===== src/rtl/idver_reader.sv =====
// Reads the chip's static IDVER word: synchronizes it, waits for a run of
// identical samples, captures it and compares the ID and version halves.
module idver_reader #(
    parameter int unsigned STABLE_CNT = 4,
    parameter int unsigned TIMEOUT    = 255,
    parameter logic [31:0] EXP_IDVER  = 32'h3100_0014
) (
    input  logic        CLK60MHZ,
    input  logic        RESET,
    input  logic        CLK60MHZLOCK,
    input  logic [31:0] IDVER_IN,
    input  logic        START,
    output logic        BUSY,
    output logic        DONE,
    output logic        VALID,
    output logic [31:0] IDVAL,
    output logic        IDMATCH,
    output logic        VERMATCH,
    output logic        TIMEOUT_ERR
);

    localparam logic [3:0]  STABLE_LIM  = 4'(STABLE_CNT);
    localparam logic [15:0] TIMEOUT_LIM = 16'(TIMEOUT);

    typedef enum logic [1:0] {
        IDLE,
        SYNC,
        SAMPLE,
        FIN
    } state_t;

    state_t      state;
    logic [31:0] meta;
    logic [31:0] sync;
    logic [31:0] prev;
    logic [3:0]  scnt;
    logic [15:0] tcnt;
    logic        flush;

    logic        restart;
    logic [3:0]  scnt_next;
    logic [15:0] tcnt_next;
    logic        stable_hit;
    logic        timeout_hit;
    logic        id_eq;
    logic        ver_eq;

    // Free-running two-flop synchronizer; runs regardless of the FSM state.
    // NOTE: sequential state uses non-blocking assignments only, so every flop
    // samples the pre-edge value of every other flop.
    always_ff @(posedge CLK60MHZ or posedge RESET) begin
        if (RESET) begin
            meta <= '0;
            sync <= '0;
        end else begin
            meta <= IDVER_IN;
            sync <= meta;
        end
    end

    // Post-update counter values for the current SAMPLE edge.
    // NOTE: every signal gets a default at the top of always_comb so no path
    // leaves it unassigned and no latch is inferred.
    always_comb begin
        restart   = (sync != prev) || (scnt == 4'd0);
        scnt_next = scnt;
        if (restart) begin
            scnt_next = 4'd1;
        end else if (scnt < STABLE_LIM) begin
            scnt_next = scnt + 4'd1;
        end
        tcnt_next   = (tcnt < TIMEOUT_LIM) ? tcnt + 16'd1 : tcnt;
        stable_hit  = (scnt_next == STABLE_LIM);
        timeout_hit = (tcnt_next == TIMEOUT_LIM);
        id_eq       = (sync[31:16] == EXP_IDVER[31:16]);
        ver_eq      = (sync[15:0]  == EXP_IDVER[15:0]);
    end

    always_ff @(posedge CLK60MHZ or posedge RESET) begin
        if (RESET) begin
            state       <= IDLE;
            BUSY        <= 1'b0;
            DONE        <= 1'b0;
            VALID       <= 1'b0;
            IDVAL       <= '0;
            IDMATCH     <= 1'b0;
            VERMATCH    <= 1'b0;
            TIMEOUT_ERR <= 1'b0;
            prev        <= '0;
            scnt        <= '0;
            tcnt        <= '0;
            flush       <= 1'b0;
        end else begin
            DONE <= 1'b0;
            case (state)
                IDLE: begin
                    if (START && CLK60MHZLOCK) begin
                        state       <= SYNC;
                        BUSY        <= 1'b1;
                        VALID       <= 1'b0;
                        IDMATCH     <= 1'b0;
                        VERMATCH    <= 1'b0;
                        TIMEOUT_ERR <= 1'b0;
                        scnt        <= '0;
                        tcnt        <= '0;
                        flush       <= 1'b0;
                    end
                end

                SYNC: begin
                    if (!CLK60MHZLOCK) begin
                        state <= IDLE;
                        BUSY  <= 1'b0;
                    end else if (flush) begin
                        state <= SAMPLE;
                    end else begin
                        flush <= 1'b1;
                    end
                end

                SAMPLE: begin
                    if (!CLK60MHZLOCK) begin
                        state <= IDLE;
                        BUSY  <= 1'b0;
                    end else begin
                        tcnt <= tcnt_next;
                        scnt <= scnt_next;
                        if (restart) begin
                            prev <= sync;
                        end
                        // Stability is tested first so it wins a same-edge tie.
                        if (stable_hit) begin
                            state       <= FIN;
                            IDVAL       <= sync;
                            VALID       <= 1'b1;
                            IDMATCH     <= id_eq;
                            VERMATCH    <= ver_eq;
                            TIMEOUT_ERR <= 1'b0;
                        end else if (timeout_hit) begin
                            state       <= FIN;
                            IDVAL       <= sync;
                            VALID       <= 1'b0;
                            IDMATCH     <= 1'b0;
                            VERMATCH    <= 1'b0;
                            TIMEOUT_ERR <= 1'b1;
                        end
                    end
                end

                FIN: begin
                    state <= IDLE;
                    BUSY  <= 1'b0;
                    DONE  <= 1'b1;
                end

                default: begin
                    state <= IDLE;
                    BUSY  <= 1'b0;
                end
            endcase
        end
    end

endmodule


===== config.mk =====
export PLATFORM = sky130hd
export DESIGN_NAME = idver_reader
export DESIGN_NICKNAME = d
export VERILOG_FILES = /design/src/rtl/idver_reader.sv
export SDC_FILE = /design/constraint.sdc
export NUM_CORES = 1
export LEC_CHECK = 0
export CAP_MARGIN = 5
export CORE_ASPECT_RATIO = 0.6
export CORE_UTILIZATION = 40
export DETAILED_ROUTE_END_ITERATION = 10
export SETUP_SLACK_MARGIN = 0.15
export SLEW_MARGIN = 25
export SYNTH_ARGS = -nofsm -noshare
export SYNTH_HDL_FRONTEND = slang
export SYNTH_SLANG_ARGS = --single-unit

===== constraint.sdc =====
create_clock -name CLK60MHZ -period 6.08 [get_ports CLK60MHZ]
set_input_delay 1.216 -clock CLK60MHZ [delete_from_list [all_inputs] [get_ports CLK60MHZ]]
set_output_delay 1.216 -clock CLK60MHZ [all_outputs]
set_load 0.005 [all_outputs]

Word-level counts from Yosys, hierarchy flattened
Index checks and enable logic that the tools add are counted.
{"block": "totals", "input_bits": 36, "romBits": 0, "latchBits": 0, "n_memories": 0, "ram_bits": 0, "reg_bits": 157, "word_cells": 87, "output_inout_bits": 38}
{"block": "op_classes", "bitwise_logic": 0, "shift": 0, "eq_ne": 15, "mux": 39, "n_lt_le_gt_ge": 2, "n_mul": 0, "addsub": 2, "div_mod_pow": 0, "n_reduce_logical": 15}
{"operator": "32-bit 2-to-1 mux", "n": 2}
{"operator": "16-bit 2-to-1 mux", "n": 3}
{"operator": "32-bit inequality test", "n": 1}
{"operator": "16-bit case mux with 2 select lines", "n": 1}
{"operator": "16-bit by 1-bit adder with 16-bit output, second input constant", "n": 1}
{"operator": "16-bit by 14-bit == test with 1-bit output, second input constant", "n": 1}
{"operator": "16-bit by 5-bit == test with 1-bit output, second input constant", "n": 1}
{"operator": "16-bit by 8-bit == test with 1-bit output, second input constant", "n": 1}
{"operator": "16-bit by 8-bit < comparator with 1-bit output, second input constant", "n": 1}
{"operator": "4-bit 2-to-1 mux", "n": 4}
{"operator": "1-bit 2-to-1 mux", "n": 15}
{"operator": "3-bit AND reduction", "n": 5}
{"operator": "2-bit 2-to-1 mux", "n": 6}
{"operator": "1-bit case mux with 2 select lines", "n": 5}
{"operator": "2-bit inequality test, second input constant", "n": 4}
{"operator": "2-bit case mux with 4 select lines", "n": 1}
{"operator": "4-bit case mux with 2 select lines", "n": 1}
{"operator": "3-bit inequality test, second input constant", "n": 2}
{"operator": "2-bit nonzero test", "n": 3}
{"operator": "4-bit by 1-bit adder with 4-bit output, second input constant", "n": 1}
{"operator": "2-bit == test, second input constant", "n": 2}
{"operator": "4-bit by 3-bit == test with 1-bit output, second input constant", "n": 1}
{"operator": "4-bit logical NOT", "n": 1}
{"operator": "4-bit by 3-bit < comparator with 1-bit output, second input constant", "n": 1}
{"operator": "other kinds (9)", "n": 9}

Longest topological paths before layout
{"block": "logic_depth", "depth_word": 7, "ltp_mapped": 9, "depth_no_buf": 8}

Worst setup path after synthesis
No wires, ideal clock.
{"block": "synth_path", "path_kind": "reg2reg", "from": "reg tcnt[0]", "to": "reg IDVAL[0]", "stages_incl_launch_ff": 10, "path_slack_ns": 3.421, "synth_period_minus_slack_ns": 2.659, "t_required_ns": 5.955, "n_path_buf": 2, "t_arrival_ns": 2.534, "setup_ns": 0.125, "cell_sequence": "dfrtp_1 > ha_1 > clkbuf_1 > nand3_1 > and3_1 > a221oi_1 > o2111ai_1 > o31ai_4 > buf_6 > mux2_4"}
{"block": "synth_via", "elab_chain_cells": 5, "word_cells_on_any_way": 6, "classes_between": "add/sub: 1; order compare: 1; eq/ne: 1; mux: 1; reduce/logical: 2"}
{"item": "from (decl)", "line": "37", "text": "logic [15:0] tcnt;"}
{"item": "from (signal assigned)", "line": "126", "text": "tcnt <= tcnt_next;"}
{"item": "16-bit by 1-bit adder with 16-bit output or 16-bit by 8-bit < comparator with 1-bit output (tied branches)", "line": "72", "text": "tcnt_next = (tcnt < TIMEOUT_LIM) ? tcnt + 16'd1 : tcnt;"}
{"item": "16-bit 2-to-1 mux (*)", "line": "72"}
{"item": "16-bit by 8-bit == test with 1-bit output (*)", "line": "74", "text": "timeout_hit = (tcnt_next == TIMEOUT_LIM);"}
{"item": "2-bit nonzero test (no source line) (*)"}
{"item": "3-bit AND reduction (no source line) (*)"}
{"item": "to (signal assigned)", "line": "134", "text": "IDVAL <= sync;"}
{"item": "to (signal assigned)", "line": "141", "text": "IDVAL <= sync;"}
{"item": "to (decl)", "line": "16", "text": "output logic [31:0] IDVAL,"}
Every way passes the cells marked *; elsewhere a longest branch is shown, timed or not.
A chain may end at the register's enable or synchronous reset.

Worst setup path after layout
{"block": "layout_path", "from": "reg tcnt[0]", "to": "reg IDVAL[29]"}
The elaborated chain is that of the path after synthesis.

==> impl_metrics.sql <==
INSERT INTO impl_metrics (metric_group, metric, value, unit) VALUES
('synthesis', 'post_synth_fa_ha_maj_area_fraction', '1.40', '%'),
('clocking', 'cts_tree', 'built', ''),
('synthesis', 'seq_area_frac_synth', '62.6', '%'),
('worst_setup_path', 'worst_r2r_path_depth', '8', ''),
('placed_design', 'gp_congestion', '0.828', ''),
('final_layout', 'fraction_of_final_layout_cells_with_drive_strength_greater_than_1', '20.4', '%'),
('global_routing', 'track_usage', '17.3', '%'),
('synthesis', 'post_synth_and_or_nand_nor_area_fraction', '8.79', '%'),
('global_routing', 'grt_overflow_total', '0', ''),
('clocking', 'clkLatencyLatePin', '0.42', 'ns'),
('clocking', 'cts_root_buffer', 'clkbuf_16', ''),
('synthesis', 'avgSynthCellArea', '14.1', 'µm²'),
('floorplanning', 'die_width', '164', 'µm'),
('power_and_ir_drop', 'intPower', '1.94', 'mW'),
('synthesis', 'synth.top_cell.area_share', '62.6', '%'),
('final_layout', 'layout.cell_area.non_filler', '7820', 'µm²'),
('sta', 'hold_viol', '0', ''),
('power_and_ir_drop', 'power.static_leakage', '3.39', 'nW'),
('final_layout', 'finish.cell_count_without_fillers', '743', ''),
('worst_setup_path', 'setup.worst_path.end_class', 'flop', ''),
('synthesis', 'synth-seq-cells', '157', ''),
('sta', 'setup_violations', '0', ''),
('detailed_routing', 'routed_wire_length_per_instance', '17.6', 'µm'),
('floorplanning', 'start_util', '40.9', '%'),
('sta', 'fin_worst_skew', '0.0104', 'ns'),
('synthesis', 'postSynthNetCount', '488', ''),
('sta', 'timing.final.max_slew_violations', '0', ''),
('power_and_ir_drop', 'comb_power_share', '14.3', '%'),
('synthesis', 'synth-main-ff-cell', 'dfrtp_1', ''),
('synthesis', 'share_of_the_synthesized_netlist_area_taken_by_xor_and_xnor_gates', '4.47', '%'),
('worst_setup_path', 'crit_path_max_fanout', '24', ''),
('worst_setup_path', 'cpLargestDelayFamily', 'compound AO/OA/AOI/OAI gates', ''),
('synthesis', 'synth_compound_area_share', '7.34', '%'),
('worst_setup_path', 'crit_chain', 'ha_1 -> nand3_1 -> and3_1 -> a221oi_1 -> o2111ai_1 -> o31ai_4 -> buf_4 -> mux2_2', ''),
('synthesis', 'yosys-mux-area-fraction', '13.4', '%'),
('placed_design', 'portBuffers', '73', ''),
('global_routing', 'grt_antenna_before_repair', '0', ''),
('job', 'maxCapViolCount', '0', ''),
('clocking', 'post_cts.repair.setup_buffers', '0', ''),
('synthesis', 'postSynth.asyncResetShare', '100', '%'),
('final_layout', 'diodes', '0', ''),
('clocking', 'cts_buffers', '17', ''),
('power_and_ir_drop', 'total_power', '2.69', 'mW'),
('clocking', 'clk_path_buf_depth', '2', ''),
('final_layout', 'syn_to_layout_area_delta', '24.6', '%'),
('placed_design', 'placedCellCount', '711', ''),
('worst_setup_path', 'critical_path.n_buffers_inverters', '1', ''),
('sta', 'setup_repair_after_global_routing_missed_its_margin', 'false', ''),
('final_layout', 'final_nets', '570', ''),
('sta', 'timing_limited_maximum_frequency', '272', 'MHz'),
('global_routing', 'first_global_vias', '3768', ''),
('final_layout', 'n_fill_cell', '1312', ''),
('power_and_ir_drop', 'power_per_cell_area', '344', 'nW/µm²'),
('floorplanning', 'io-pin-count', '74', ''),
('power_and_ir_drop', 'switching_share', '28.1', '%'),
('power_and_ir_drop', 'vdd.ir_drop.worst', '0.178', 'mV'),
('synthesis', 'synth_top_family_by_area', 'multiplexers', ''),
('sta', 'whs', '0.345', 'ns'),
('power_and_ir_drop', 'p_seq_share', '47.1', '%'),
('run_status', 'run_status', 'finished, final reports clean', ''),
('floorplanning', 'die_h', '99.0', 'µm'),
('sta', 'fin_crit', '3.68', 'ns'),
('synthesis', 'yosys-top-cells-area', 'dfrtp_1, mux2_4, mux2_2, xnor2_1, ha_1', ''),
('worst_setup_path', 'critPathMaxStageDelay', '0.70', 'ns'),
('clocking', 'post_cts_hold_buffer_count', '0', ''),
('hold_path', 'hold_depth', '0', ''),
('worst_setup_path', 'timing.critical_path.from_type', 'flop', ''),
('synthesis', 'synth_enable_flop_cells', '0', ''),
('sta', 'slew_margin_rel', '51.4', '%'),
('global_routing', 'grt_start_max_net_pins', '65', ''),
('detailed_routing', 'post_route_wl', '13100', 'µm');
==> Yosys cell counts (all sizes together), types with 5 or more instances <==
library cell	n
o21ai	15
and3	6
nand2	17
nor2	10
dfrtp	157
inv	13
o211ai	5
a21oi	10
mux2	64
a31oi	8
nand4	13
xnor2	32
nor4	8
nand3	6
and2	14
clkbuf	11
ha	7
==> cells by family (layout without fill, tap and decap cells) <==
kind of cell / Yosys count / after routing
compound gates: 61 / 61
simple gates: 96 / 96
flops: 157 / 157
xor+xnor: 32 / 32
mux: 65 / 65
buf+inv: 27 / 122
fa+ha+maj: 7 / 7
==> area by class of cell <==
type | count | area, µm² | area share [%]
Multi-Input combinational cell | 261 | 2230 | 28.5
Sequential cell | 157 | 3930 | 50.2
Tap cell | 203 | 254 | 3.25
Inverter | 13 | 53.8 | 0.688
Timing Repair Buffer | 77 | 761 | 9.73
Clock inverter | 15 | 170 | 2.18
Clock buffer | 17 | 425 | 5.44
==> worst register-to-register path, cell delays in order (launching register included) <==
cell and delay, ns:
dfrtp_1 0.44, ha_1 0.40, nand3_1 0.24, and3_1 0.23
a221oi_1 0.29, o2111ai_1 0.33, o31ai_4 0.70, buf_4 0.53
mux2_2 0.40
==> power by group through the flow <==
stage          Sequential [mW]  Clock, mW  Combinational [mW]
6_report                  1.27       1.04               0.384
5_1_grt                   1.28       1.11               0.425
3_3_place_gp              1.28          0               0.371
4_1_cts                   1.27       1.06               0.387
2_1_floorplan             1.26          0               0.284
3_5_place_dp              1.29          0               0.385
==> sequential cells by signal (all words and copies together), names as in the netlist, 2 cells and up <==
signal,flops
IDVAL,32
meta,32
tcnt,16
prev,32
state,2
scnt,4
sync,32
==> metal layers <==
metal,vias up,global-route usage [%],share of wire (%)
met5,-,0,0
met4,0,6.41,1.9
met3,19,4.42,5.6
met2,115,21.9,39
met1,1900,27.6,54
li1,1756,-,-
==> final timing paths <==
check,startpoint,endpoint
hold / removal,meta[18]$_DFF_PP0_,sync[18]$_DFF_PP0_
setup reg to reg,tcnt[0]$_DFFE_PP0P_,IDVAL[29]$_DFFE_PP0P_
min in group asynchronous,RESET,meta[6]$_DFF_PP0_
max in group asynchronous,RESET,scnt[1]$_DFFE_PP0P_
setup / recovery,tcnt[0]$_DFFE_PP0P_,IDVAL[29]$_DFFE_PP0P_
hold reg to reg,meta[18]$_DFF_PP0_,sync[18]$_DFF_PP0_
No activity file was read; power rests on OpenSTA's default activity.
